==> src/rtl/ssg_write_ctrl_pkg.sv <==
`default_nettype none
// +----------------------------------------------------------------------------+
// | Package : ssg_ctrl_pkg                                                     |
// | Shared types, default sizes and a nibble helper for the seven-segment      |
// | write sequencer.                                                           |
// | Contents: state_t (sequencer states), NDIG_DEF/SELW_DEF/DIGW_DEF,          |
// |           get_nib() nibble extractor.                                      |
// | Revision: 1.0 - initial release                                            |
// +----------------------------------------------------------------------------+
package ssg_ctrl_pkg;

   localparam int NDIG_DEF = 8;
   localparam int SELW_DEF = 3;
   localparam int DIGW_DEF = 4;

   typedef enum logic [1:0] {
      ST_IDLE  = 2'd0,
      ST_WRITE = 2'd1,
      ST_DONE  = 2'd2
   } state_t;

   // Returns nibble k of a packed display value (nibble 0 = least significant).
   function automatic logic [DIGW_DEF-1:0] get_nib(
      input logic [NDIG_DEF*DIGW_DEF-1:0] value,
      input logic [SELW_DEF-1:0]          k
   );
      return value[int'(k)*DIGW_DEF +: DIGW_DEF];
   endfunction

endpackage
`default_nettype wire

==> src/rtl/ssg_write_ctrl_if.sv <==
`default_nettype none
// +----------------------------------------------------------------------------+
// | Interface : ssg_write_ctrl_if                                              |
// | Requester-side handshake and display-side digit-write port bundled         |
// | together.                                                                  |
// | Signals : i_w_req, i_w_val0, i_w_val1 (requesters -> controller)           |
// |           o_w_gnt, o_w_done, o_w_busy (controller -> requesters)           |
// |           o_w_sel, o_w_dig, o_w_we    (controller -> display)              |
// | Modports: slave (controller), master (requesters/display/environment).     |
// | Revision: 1.0 - initial release                                            |
// +----------------------------------------------------------------------------+
interface ssg_write_ctrl_if
   import ssg_ctrl_pkg::*;
#(
   parameter int NDIG = NDIG_DEF,
   parameter int SELW = SELW_DEF,
   parameter int DIGW = DIGW_DEF
);
   logic [1:0]           i_w_req;
   logic [NDIG*DIGW-1:0] i_w_val0;
   logic [NDIG*DIGW-1:0] i_w_val1;
   logic [1:0]           o_w_gnt;
   logic [1:0]           o_w_done;
   logic                 o_w_busy;
   logic [SELW-1:0]      o_w_sel;
   logic [DIGW-1:0]      o_w_dig;
   logic                 o_w_we;

   modport slave (
      input  i_w_req, i_w_val0, i_w_val1,
      output o_w_gnt, o_w_done, o_w_busy, o_w_sel, o_w_dig, o_w_we
   );

   modport master (
      output i_w_req, i_w_val0, i_w_val1,
      input  o_w_gnt, o_w_done, o_w_busy, o_w_sel, o_w_dig, o_w_we
   );
endinterface
`default_nettype wire

==> src/rtl/ssg_write_ctrl_rr_arb2.sv <==
`default_nettype none
// +----------------------------------------------------------------------------+
// | Module : rr_arb2                                                           |
// | Two-input round-robin arbiter. Grant is combinational; the 1-bit priority  |
// | pointer is registered and moves to the other requester on each advance.    |
// | Ports : clk, rst_n (sync, active-low), req[1:0], adv (grant taken),        |
// |         gnt[1:0] (one-hot or zero).                                        |
// | Revision: 1.0 - initial release                                            |
// +----------------------------------------------------------------------------+
module rr_arb2 (
   input  logic       clk,
   input  logic       rst_n,
   input  logic [1:0] req,
   input  logic       adv,
   output logic [1:0] gnt
);
   logic ptr;   // preferred requester when both request

   always_comb begin
      gnt = req;
      if (req == 2'b11) begin
         gnt = ptr ? 2'b10 : 2'b01;
      end
   end

   // After a grant to requester 0 the pointer prefers 1, and vice versa.
   always_ff @(posedge clk) begin
      if (!rst_n) begin
         ptr <= 1'b0;
      end else if (adv && (gnt != 2'b00)) begin
         ptr <= gnt[0];
      end
   end
endmodule
`default_nettype wire

==> src/rtl/ssg_write_ctrl.sv <==
`default_nettype none
// +----------------------------------------------------------------------------+
// | Module : ssg_write_ctrl                                                    |
// | Arbitrates two requesters and writes the winner's 8-nibble value to the    |
// | display, one digit per cycle, least-significant first. Optionally skips    |
// | the write enable for digits that already hold the same value.             |
// | Ports : i_w_clk, i_w_reset (sync, active-low), bus (ssg_write_ctrl_if      |
// |         slave: req/val in, gnt/done/busy/sel/dig/we out).                  |
// | Revision: 1.0 - initial release                                            |
// +----------------------------------------------------------------------------+
module ssg_write_ctrl
   import ssg_ctrl_pkg::*;
#(
   parameter int NDIG      = NDIG_DEF,
   parameter int SELW      = SELW_DEF,
   parameter int DIGW      = DIGW_DEF,
   parameter int SKIP_SAME = 1
) (
   input  logic            i_w_clk,
   input  logic            i_w_reset,
   ssg_write_ctrl_if.slave bus
);
   state_t               state;
   state_t               state_nx;
   logic [SELW-1:0]      idx;
   logic [NDIG*DIGW-1:0] shreg;       // captured value, shifted down one nibble per write
   logic [NDIG*DIGW-1:0] shadow;      // copy of what the display currently holds
   logic                 shadow_vld;
   logic                 owner;       // index of the requester being served
   logic [1:0]           arb_gnt;
   logic                 arb_adv;
   logic [DIGW-1:0]      cur_nib;
   logic                 same_nib;
   logic                 write_en;

   logic [1:0]           gnt_reg;
   logic [1:0]           done_reg;
   logic                 busy_reg;
   logic [SELW-1:0]      sel_reg;
   logic [DIGW-1:0]      dig_reg;
   logic                 we_reg;

   assign arb_adv = (state == ST_IDLE) && (bus.i_w_req != 2'b00);

   rr_arb2 u_arb (
      .clk   (i_w_clk),
      .rst_n (i_w_reset),
      .req   (bus.i_w_req),
      .adv   (arb_adv),
      .gnt   (arb_gnt)
   );

   always_comb begin
      state_nx = state;
      cur_nib  = shreg[DIGW-1:0];
      same_nib = (SKIP_SAME != 0) && shadow_vld && (get_nib(shadow, idx) == cur_nib);
      write_en = (state == ST_WRITE) && !same_nib;
      case (state)
         ST_IDLE:  if (bus.i_w_req != 2'b00) state_nx = ST_WRITE;
         ST_WRITE: if (idx == SELW'(NDIG-1)) state_nx = ST_DONE;
         ST_DONE:  state_nx = ST_IDLE;
         default:  state_nx = ST_IDLE;
      endcase
   end

   always_ff @(posedge i_w_clk) begin
      if (!i_w_reset) begin
         state <= ST_IDLE;
      end else begin
         state <= state_nx;
      end
   end

   always_ff @(posedge i_w_clk) begin
      if (!i_w_reset) begin
         idx        <= '0;
         shreg      <= '0;
         shadow     <= '0;
         shadow_vld <= 1'b0;
         owner      <= 1'b0;
         gnt_reg    <= '0;
         done_reg   <= '0;
         busy_reg   <= 1'b0;
         sel_reg    <= '0;
         dig_reg    <= '0;
         we_reg     <= 1'b0;
      end else begin
         gnt_reg  <= '0;
         done_reg <= '0;
         we_reg   <= 1'b0;
         // Busy trails the state by one cycle: covers the write and done cycles.
         busy_reg <= (state != ST_IDLE);
         case (state)
            ST_IDLE: begin
               if (bus.i_w_req != 2'b00) begin
                  gnt_reg <= arb_gnt;
                  owner   <= arb_gnt[1];
                  shreg   <= arb_gnt[1] ? bus.i_w_val1 : bus.i_w_val0;
                  idx     <= '0;
               end
            end
            ST_WRITE: begin
               sel_reg <= idx;
               dig_reg <= cur_nib;
               we_reg  <= write_en;
               if (write_en) begin
                  shadow[int'(idx)*DIGW +: DIGW] <= cur_nib;
               end
               shreg <= shreg >> DIGW;
               idx   <= idx + 1'b1;
            end
            ST_DONE: begin
               done_reg   <= owner ? 2'b10 : 2'b01;
               shadow_vld <= 1'b1;
            end
            default: ;
         endcase
      end
   end

   assign bus.o_w_gnt  = gnt_reg;
   assign bus.o_w_done = done_reg;
   assign bus.o_w_busy = busy_reg;
   assign bus.o_w_sel  = sel_reg;
   assign bus.o_w_dig  = dig_reg;
   assign bus.o_w_we   = we_reg;
endmodule
`default_nettype wire

==> src/flat_wrapper.sv <==
// flat-port wrapper written by rule: the top's interface ports become plain ports
module ssg_write_ctrl_flat import ssg_ctrl_pkg::*;
#(
   parameter int NDIG      = NDIG_DEF,
   parameter int SELW      = SELW_DEF,
   parameter int DIGW      = DIGW_DEF,
   parameter int SKIP_SAME = 1
)
  (i_w_clk, i_w_reset, bus_i_w_req, bus_i_w_val0, bus_i_w_val1, bus_o_w_gnt, bus_o_w_done, bus_o_w_busy, bus_o_w_sel, bus_o_w_dig, bus_o_w_we);
  ssg_write_ctrl_if #(.NDIG(NDIG), .SELW(SELW), .DIGW(DIGW)) bus_i ();
  input  logic i_w_clk;
  input  logic i_w_reset;
  input wire logic [$bits(bus_i.i_w_req)-1:0] bus_i_w_req;
  input wire logic [$bits(bus_i.i_w_val0)-1:0] bus_i_w_val0;
  input wire logic [$bits(bus_i.i_w_val1)-1:0] bus_i_w_val1;
  output wire logic [$bits(bus_i.o_w_gnt)-1:0] bus_o_w_gnt;
  output wire logic [$bits(bus_i.o_w_done)-1:0] bus_o_w_done;
  output wire logic [$bits(bus_i.o_w_busy)-1:0] bus_o_w_busy;
  output wire logic [$bits(bus_i.o_w_sel)-1:0] bus_o_w_sel;
  output wire logic [$bits(bus_i.o_w_dig)-1:0] bus_o_w_dig;
  output wire logic [$bits(bus_i.o_w_we)-1:0] bus_o_w_we;
  assign bus_i.i_w_req = bus_i_w_req;
  assign bus_i.i_w_val0 = bus_i_w_val0;
  assign bus_i.i_w_val1 = bus_i_w_val1;
  assign bus_o_w_gnt = bus_i.o_w_gnt;
  assign bus_o_w_done = bus_i.o_w_done;
  assign bus_o_w_busy = bus_i.o_w_busy;
  assign bus_o_w_sel = bus_i.o_w_sel;
  assign bus_o_w_dig = bus_i.o_w_dig;
  assign bus_o_w_we = bus_i.o_w_we;
  ssg_write_ctrl #(.NDIG(NDIG), .SELW(SELW), .DIGW(DIGW), .SKIP_SAME(SKIP_SAME)) u_core (.i_w_clk(i_w_clk), .i_w_reset(i_w_reset), .bus(bus_i));
endmodule
==> config.mk <==
export PLATFORM = sky130hd
export DESIGN_NAME = ssg_write_ctrl_flat
export DESIGN_NICKNAME = d
export VERILOG_FILES = /design/src/rtl/ssg_write_ctrl_pkg.sv /design/src/rtl/ssg_write_ctrl_if.sv /design/src/rtl/ssg_write_ctrl_rr_arb2.sv /design/src/rtl/ssg_write_ctrl.sv /design/src/flat_wrapper.sv
export SDC_FILE = /design/constraint.sdc
export NUM_CORES = 1
export LEC_CHECK = 0
export CAP_MARGIN = 20
export CORE_ASPECT_RATIO = 0.6
export CORE_MARGIN = 2
export CORE_UTILIZATION = 52
export DETAILED_ROUTE_END_ITERATION = 7
export GPL_ROUTABILITY_DRIVEN = 0
export PLACE_DENSITY_LB_ADDON = 0.12
export SETUP_SLACK_MARGIN = 0.2
export SLEW_MARGIN = 20
export SYNTH_ARGS = -nofsm -noshare
export SYNTH_HDL_FRONTEND = slang
export SYNTH_SLANG_ARGS = --single-unit
==> constraint.sdc <==
create_clock -name i_w_clk -period 3 [get_ports i_w_clk]
set_clock_uncertainty 0.05 [all_clocks]
set_input_delay 0.45 -clock i_w_clk [delete_from_list [all_inputs] [get_ports i_w_clk]]
set_output_delay 0.45 -clock i_w_clk [all_outputs]
set_load 0.01 [all_outputs]
== Yosys cells after proc, flatten, opt, wreduce, memory -nomap -nowiden ==
Cells that the tools add are included.

* Output and inout bits: 13
* Word-level logic and storage cells: 54
* Register bits: 85

* Mux-type cells: 12
* Shifts and indexed selects: 3
* Add/sub/neg operators: 2
* Reductions and logical operators: 17
* Equality and inequality tests: 7

{| class="wikitable"
|+ Operator list
! operator !! number
|-
| $mux W32 || 2
|-
| $pmux W32 S2 || 1
|-
| $neg A5 Y33 || 1
|-
| $shift A4 B33 Y32 const A || 1
|-
| $shiftx A4 B33 Y32 || 1
|-
| $bwmux W32 || 1
|-
| $shiftx A32 B6 Y4 || 1
|-
| $reduce_and A2 Y1 || 6
|-
| $mux W2 || 5
|-
| $reduce_bool A2 Y1 || 4
|-
| $pmux W3 S2 || 1
|-
| $eq A2 B2 Y1 const B || 2
|-
| $eq A4 B4 Y1 || 1
|-
| $logic_and A1 B1 Y1 || 4
|-
| $ne A2 B2 Y1 const B || 2
|-
| $pmux W2 S2 || 1
|-
| $add A3 B1 Y3 const B || 1
|-
| $eq A3 B3 Y1 const B || 1
|-
| $mux W3 || 1
|-
| $reduce_and A3 Y1 || 1
|-
| $eq A2 B1 Y1 const B || 1
|-
| $logic_not A2 Y1 || 1
|-
| $logic_not A1 Y1 || 1
|}

== Logic depth before layout (Yosys ltp) ==
* Word-level depth: 6
* Mapped depth: 8
* Gate-level depth less buffers: 6

== Hierarchy ==
A second synthesis with hierarchy kept.

* Cell total of the unflattened synthesis: 453
* Area, all modules: 4335.4 µm²

{| class="wikitable"
|+ Modules (own cells, without submodules)
! module !! area each (µm²) !! seq. area each (µm²) !! cells each !! instances
|-
| ssg_write_ctrl || 4274.1 || 1681.6 || 446 || 1
|-
| rr_arb2 || 61.3 || 20.0 || 7 || 1
|}

== Worst setup path before layout ==
Ideal clock, no wire load.

* Path kind: flip-flop to flip-flop
* From: register u_core.idx[1]
* To: register u_core.shadow[0]
* Cell stages (with the launch flop): 8
* Arrival: 2.050 ns
* Required time: 2.878 ns
* Path buffers: 1
* Path slack: 0.829 ns
* Library setup time: 0.072 ns
* Cell sequence: dfxtp_1 > buf_6 > mux2_4 > o22ai_2 > o21a_1 > o2111ai_4 > o211ai_4 > mux2i_1

* Word-level cells in the longest chain between the ends: 6
* Elaborated cells on any way between the ends: 10
* Those cells by class: add/sub (1); eq/ne (1); shift (3); mux (1); reduce/logical (4)

{| class="wikitable"
|+ Ends and longest elaborated chain
! item !! RTL line !! RTL
|-
| start, declared || ssg_write_ctrl.sv:25 || <nowiki>logic [SELW-1:0] idx;</nowiki>
|-
| start signal, assigned || ssg_write_ctrl.sv:110 || <nowiki>idx <= idx + 1'b1;</nowiki>
|-
| $shiftx A32 B6 Y4 || ssg_write_ctrl_pkg.sv:27 || <nowiki>return value[int'(k)*DIGW_DEF +: DIGW_DEF];</nowiki>
|-
| $eq A4 B4 Y1 || ssg_write_ctrl.sv:56 || <nowiki>same_nib = (SKIP_SAME != 0) && shadow_vld && (get_nib(shadow, idx) == cur_nib);</nowiki>
|-
| $logic_and A1 B1 Y1 || ssg_write_ctrl.sv:56 ||
|-
| $logic_not A1 Y1 || ssg_write_ctrl.sv:57 || <nowiki>write_en = (state == ST_WRITE) && !same_nib;</nowiki>
|-
| $logic_and A1 B1 Y1 || ssg_write_ctrl.sv:57 ||
|-
| $reduce_and A2 Y1 (no line) || n/a ||
|-
| end signal, assigned by index || ssg_write_ctrl.sv:107 || <nowiki>shadow[int'(idx)*DIGW +: DIGW] <= cur_nib;</nowiki>
|-
| end, declared || ssg_write_ctrl.sv:27 || <nowiki>logic [NDIG*DIGW-1:0] shadow;</nowiki>
|}

Parallel ways exist; a longest one is shown, timed or not.
A chain may end at the register's enable or synchronous reset.

== Final worst setup path ==
* From: register u_core.idx[0]
* To: register u_core.shadow[16]

Same word-level chain as after synthesis.

==> impl_metrics.py <==
metrics = {
    "worst_setup_path": {
        "cp.buffers_inverters": 0,
        "worstSetupPathType": "flop to flop",
        "cp.arrival_ps": 2810,
        "cp_max_fo": 16,
        "r2r-end": "u_core.shadow[16]$_SDFFE_PN0P_",
        "end_kind": "flop",
        "reg2reg_slack_ps": 400,
        "reg2reg_from": "u_core.idx[0]$_SDFFE_PN0P_",
        "crit_family": "compound AO/OA/AOI/OAI gates",
        "crit_slowest_cell": "dfxtp_1",
        "critPathMaxStageDelay_ps": 710,
        "ff2ff_path_depth": 6,
        "cp_cell_sequence": "mux2_2 -> o22ai_1 -> or3_1 -> o2111ai_4 -> o211ai_4 -> mux2i_1",
        "cp_data_required_time_ps": 3210,
        "crit_path_start_kind": "flop",
    },
    "floorplan": {
        "io_pins": 81,
        "die_h_um": 74.0,
        "fp.dieW_um": 121,
        "rows": 25,
        "dieArea_mm2": 0.00894,
        "initial_utilization_pct": 53.7,
        "coreArea_mm2": 0.00791,
    },
    "layout": {
        "layout_commonest_cell": "nand2_1",
        "area_delta_synth_final_pct": 28.5,
        "fin_area_mm2": 0.00547,
        "nFillCells": 661,
        "antenna_cells": 0,
        "mostFrequentLayoutCells": "133 x nand2_1, 85 x dfxtp_1, 79 x clkdlybuf4s50_1",
        "nets": 634,
        "layout-drive-gt1-share_pct": 9.75,
        "stdcell_count": 672,
    },
    "clock_network": {
        "clockRootBuffer": "clkbuf_16",
        "cts_resized": 0,
        "cts.htree.levels": 3,
        "cts_sinks": 85,
        "cts_buffer_depth": 2,
        "cts_made_buffers": 9,
        "clkTransAtPathRegs_ps": 60,
        "cts_setup_buffers": 0,
        "hold_buffers": 0,
        "cts_tree": "done",
        "clock_latency_ps": 340,
    },
    "logic_synthesis": {
        "synth_xor_area_share_pct": 0,
        "syn_avg_cell_area_um2": 8.69,
        "ys_types": 42,
        "synth_top_family_by_area": "simple AND/OR/NAND/NOR gates",
        "yosys.area_share.adder_pct": 2.06,
        "yosys_warnings": 0,
        "syn-num-nets": 564,
        "ys_seq_elements": 85,
        "synthSimpleGateAreaFrac_pct": 21.7,
        "synth.area.top_cells": "dfxtp_1 40%, nand2_1 12%, mux2i_1 9.4%",
        "synthesis.area_mm2": 0.00425,
        "synthMuxAreaShare_pct": 11.7,
        "yosys.area.top_type_share_pct": 40.0,
        "syn_inst": 489,
        "synth_area_leader_cell": "dfxtp_1",
        "synth_compound_area_share_pct": 20.1,
        "ys_seq_area_share_pct": 40.0,
    },
    "route": {
        "drc": 0,
        "viasPerCell": 5.65,
        "routedWlPerCell_um": 16.7,
        "wl_met2_um": 4700,
        "routed_wirelength_um": 11200,
        "top_layer_used": "met4",
        "wl_met1_um": 5550,
        "num_vias": 3796,
        "ant_nets": 0,
        "drt-pass1-iter-count": 5,
        "wl_met3_um": 871,
        "drtIter0Drc": 361,
    },
    "power_and_ir_drop": {
        "power_density_mw_per_mm2": 524,
        "p_comb_share_pct": 15.3,
        "p_sw_w": 0.000721,
        "p_int_w": 0.00214,
        "pwr-share-seq_pct": 42.8,
        "swShare_pct": 25.2,
        "pwr-share-clk_pct": 41.9,
        "vdd_ir_drop_max_v": 0.000380,
        "p_leak_nw": 2.18,
    },
    "timing": {
        "rsz0062_at_grt": "no",
        "setup_ws_ps": 402,
        "fmax_ghz": 0.385,
        "finalSetupViolCount": 0,
        "drv_slew": 0,
        "max-slew-margin-rel_pct": 46.1,
        "worst_pin_slew_ps": 808,
        "fin_tns_setup_ps": 0,
        "period_share_pct": 86.6,
        "hold_viol_final": 0,
        "fin_crit_ps": 2600,
    },
    "global_routing": {
        "first_global_vias": 3600,
        "grt_usage_pct": 26.0,
        "antenna_found_initial": 0,
        "grt_max_degree": 66,
        "grt_pass1_wl_um": 18100,
        "overflow": 0,
    },
    "worst_hold_path": {
        "worstHoldPathCells": 1,
        "hold_end": "u_core.bus.o_w_done[0]$_SDFF_PN0_",
        "hold_class": "flop to flop",
        "hold_path.startpoint": "u_core.owner$_SDFFE_PN0P_",
    },
    "placed_design": {
        "dp_cells": 656,
        "numPortBuffers": 80,
        "hpwl_um": 7780,
        "place_ws_ps": 443,
        "dpl_cell_area_mm2": 0.00514,
    },
    "run_status": {
        "status": "finished, final reports clean",
    },
    "run": {
        "cap_violations": 0,
    },
}
==> area by class of cell <==
type,count,area (um^2),share of cell area (%)
sequential,85,1700,31.1
multi-input combinational,363,2370,43.5
clock inverter,5,83.8,1.53
inverter,5,18.8,0.343
tap,108,135,2.47
clock buffer,11,243,4.44
timing repair buffer,95,908,16.6
==> power groups by stage <==
stage	Clock, W	Combinational [W]	Sequential [W]
after floorplan	0	0.000277	0.00123
after CTS	0.00121	0.000438	0.00123
final	0.00120	0.000437	0.00123
after detailed placement	0	0.000435	0.00125
after global routing	0.00126	0.000478	0.00123
after global placement	0	0.000423	0.00125
==> how the worst max path moves through the flow <==
| stage | startpoint | to | slack (ps) | depth (start not counted) |
|---|---|---|---|---|
| 2_1_floorplan | u_core.idx[1]$_SDFFE_PN0P_ | u_core.shadow[0]$_SDFFE_PN0P_ | 830 | 7 |
| 3_3_place_gp | u_core.idx[0]$_SDFFE_PN0P_ | u_core.shadow[18]$_SDFFE_PN0P_ | 550 | 6 |
| 3_5_place_dp | u_core.idx[0]$_SDFFE_PN0P_ | u_core.shadow[3]$_SDFFE_PN0P_ | 440 | 6 |
| 4_1_cts | u_core.idx[0]$_SDFFE_PN0P_ | u_core.shadow[16]$_SDFFE_PN0P_ | 420 | 6 |
| 5_1_grt | u_core.idx[0]$_SDFFE_PN0P_ | u_core.shadow[7]$_SDFFE_PN0P_ | 250 | 8 |
| 6_report | u_core.idx[0]$_SDFFE_PN0P_ | u_core.shadow[16]$_SDFFE_PN0P_ | 400 | 6 |
==> cells in the mapped netlist (all sizes together) <==
library cell and n:
a21boi 10, a21oi 34, a221oi 28, a31o 1, a31oi 4, and3 6, and4b 1, buf 7
clkbuf 29, dfxtp 85, ha 7, inv 5, mux2 8, mux2i 40, nand2 133, nand2b 2
nand3 2, nor2 6, nor2b 36, nor3 5, nor3b 5, nor4b 1, nor4bb 1, o2111ai 1
o211a 1, o211ai 2, o21a 7, o21ai 10, o22ai 9, or2 1, or2b 1, or3 1
==> per-layer routing <==
layer | GRT usage (%) | vias to the layer above
li1 | - | 1850
met1 | 37.2 | 1788
met2 | 40.1 | 143
met3 | 6.06 | 15
met4 | 6.46 | 0
met5 | 0 | -
==> cells by family after synthesis <==
group	count (synthesis)
simple gates	201
buf+inv	41
compound gates	107
mux	48
fa+ha+maj	7
flops	85
==> through the flow <==
| stage | util (%) | hold slack, ps | power, W |
|---|---|---|---|
| floorplan | - | 353 | 0.00151 |
| global placement | 64.9 | 371 | 0.00167 |
| detailed placement | 64.9 | 379 | 0.00168 |
| CTS | 69.1 | 387 | 0.00288 |
| global route | 69.1 | 416 | 0.00297 |
| finish | 69.1 | 384 | 0.00286 |
==> flip-flops by register name (all words and copies together), names as in the netlist <==
register and flops:
u_core.shadow 32, u_core.shreg 32, u_core.bus.o_w_dig 4, u_core.bus.o_w_sel 3, u_core.idx 3, u_core.bus.o_w_done 2
u_core.bus.o_w_gnt 2, u_core.state 2, u_core.bus.o_w_busy 1, u_core.bus.o_w_we 1, u_core.owner 1, u_core.shadow_vld 1
u_core.u_arb.ptr 1
Power figures use the tool's default switching activity.
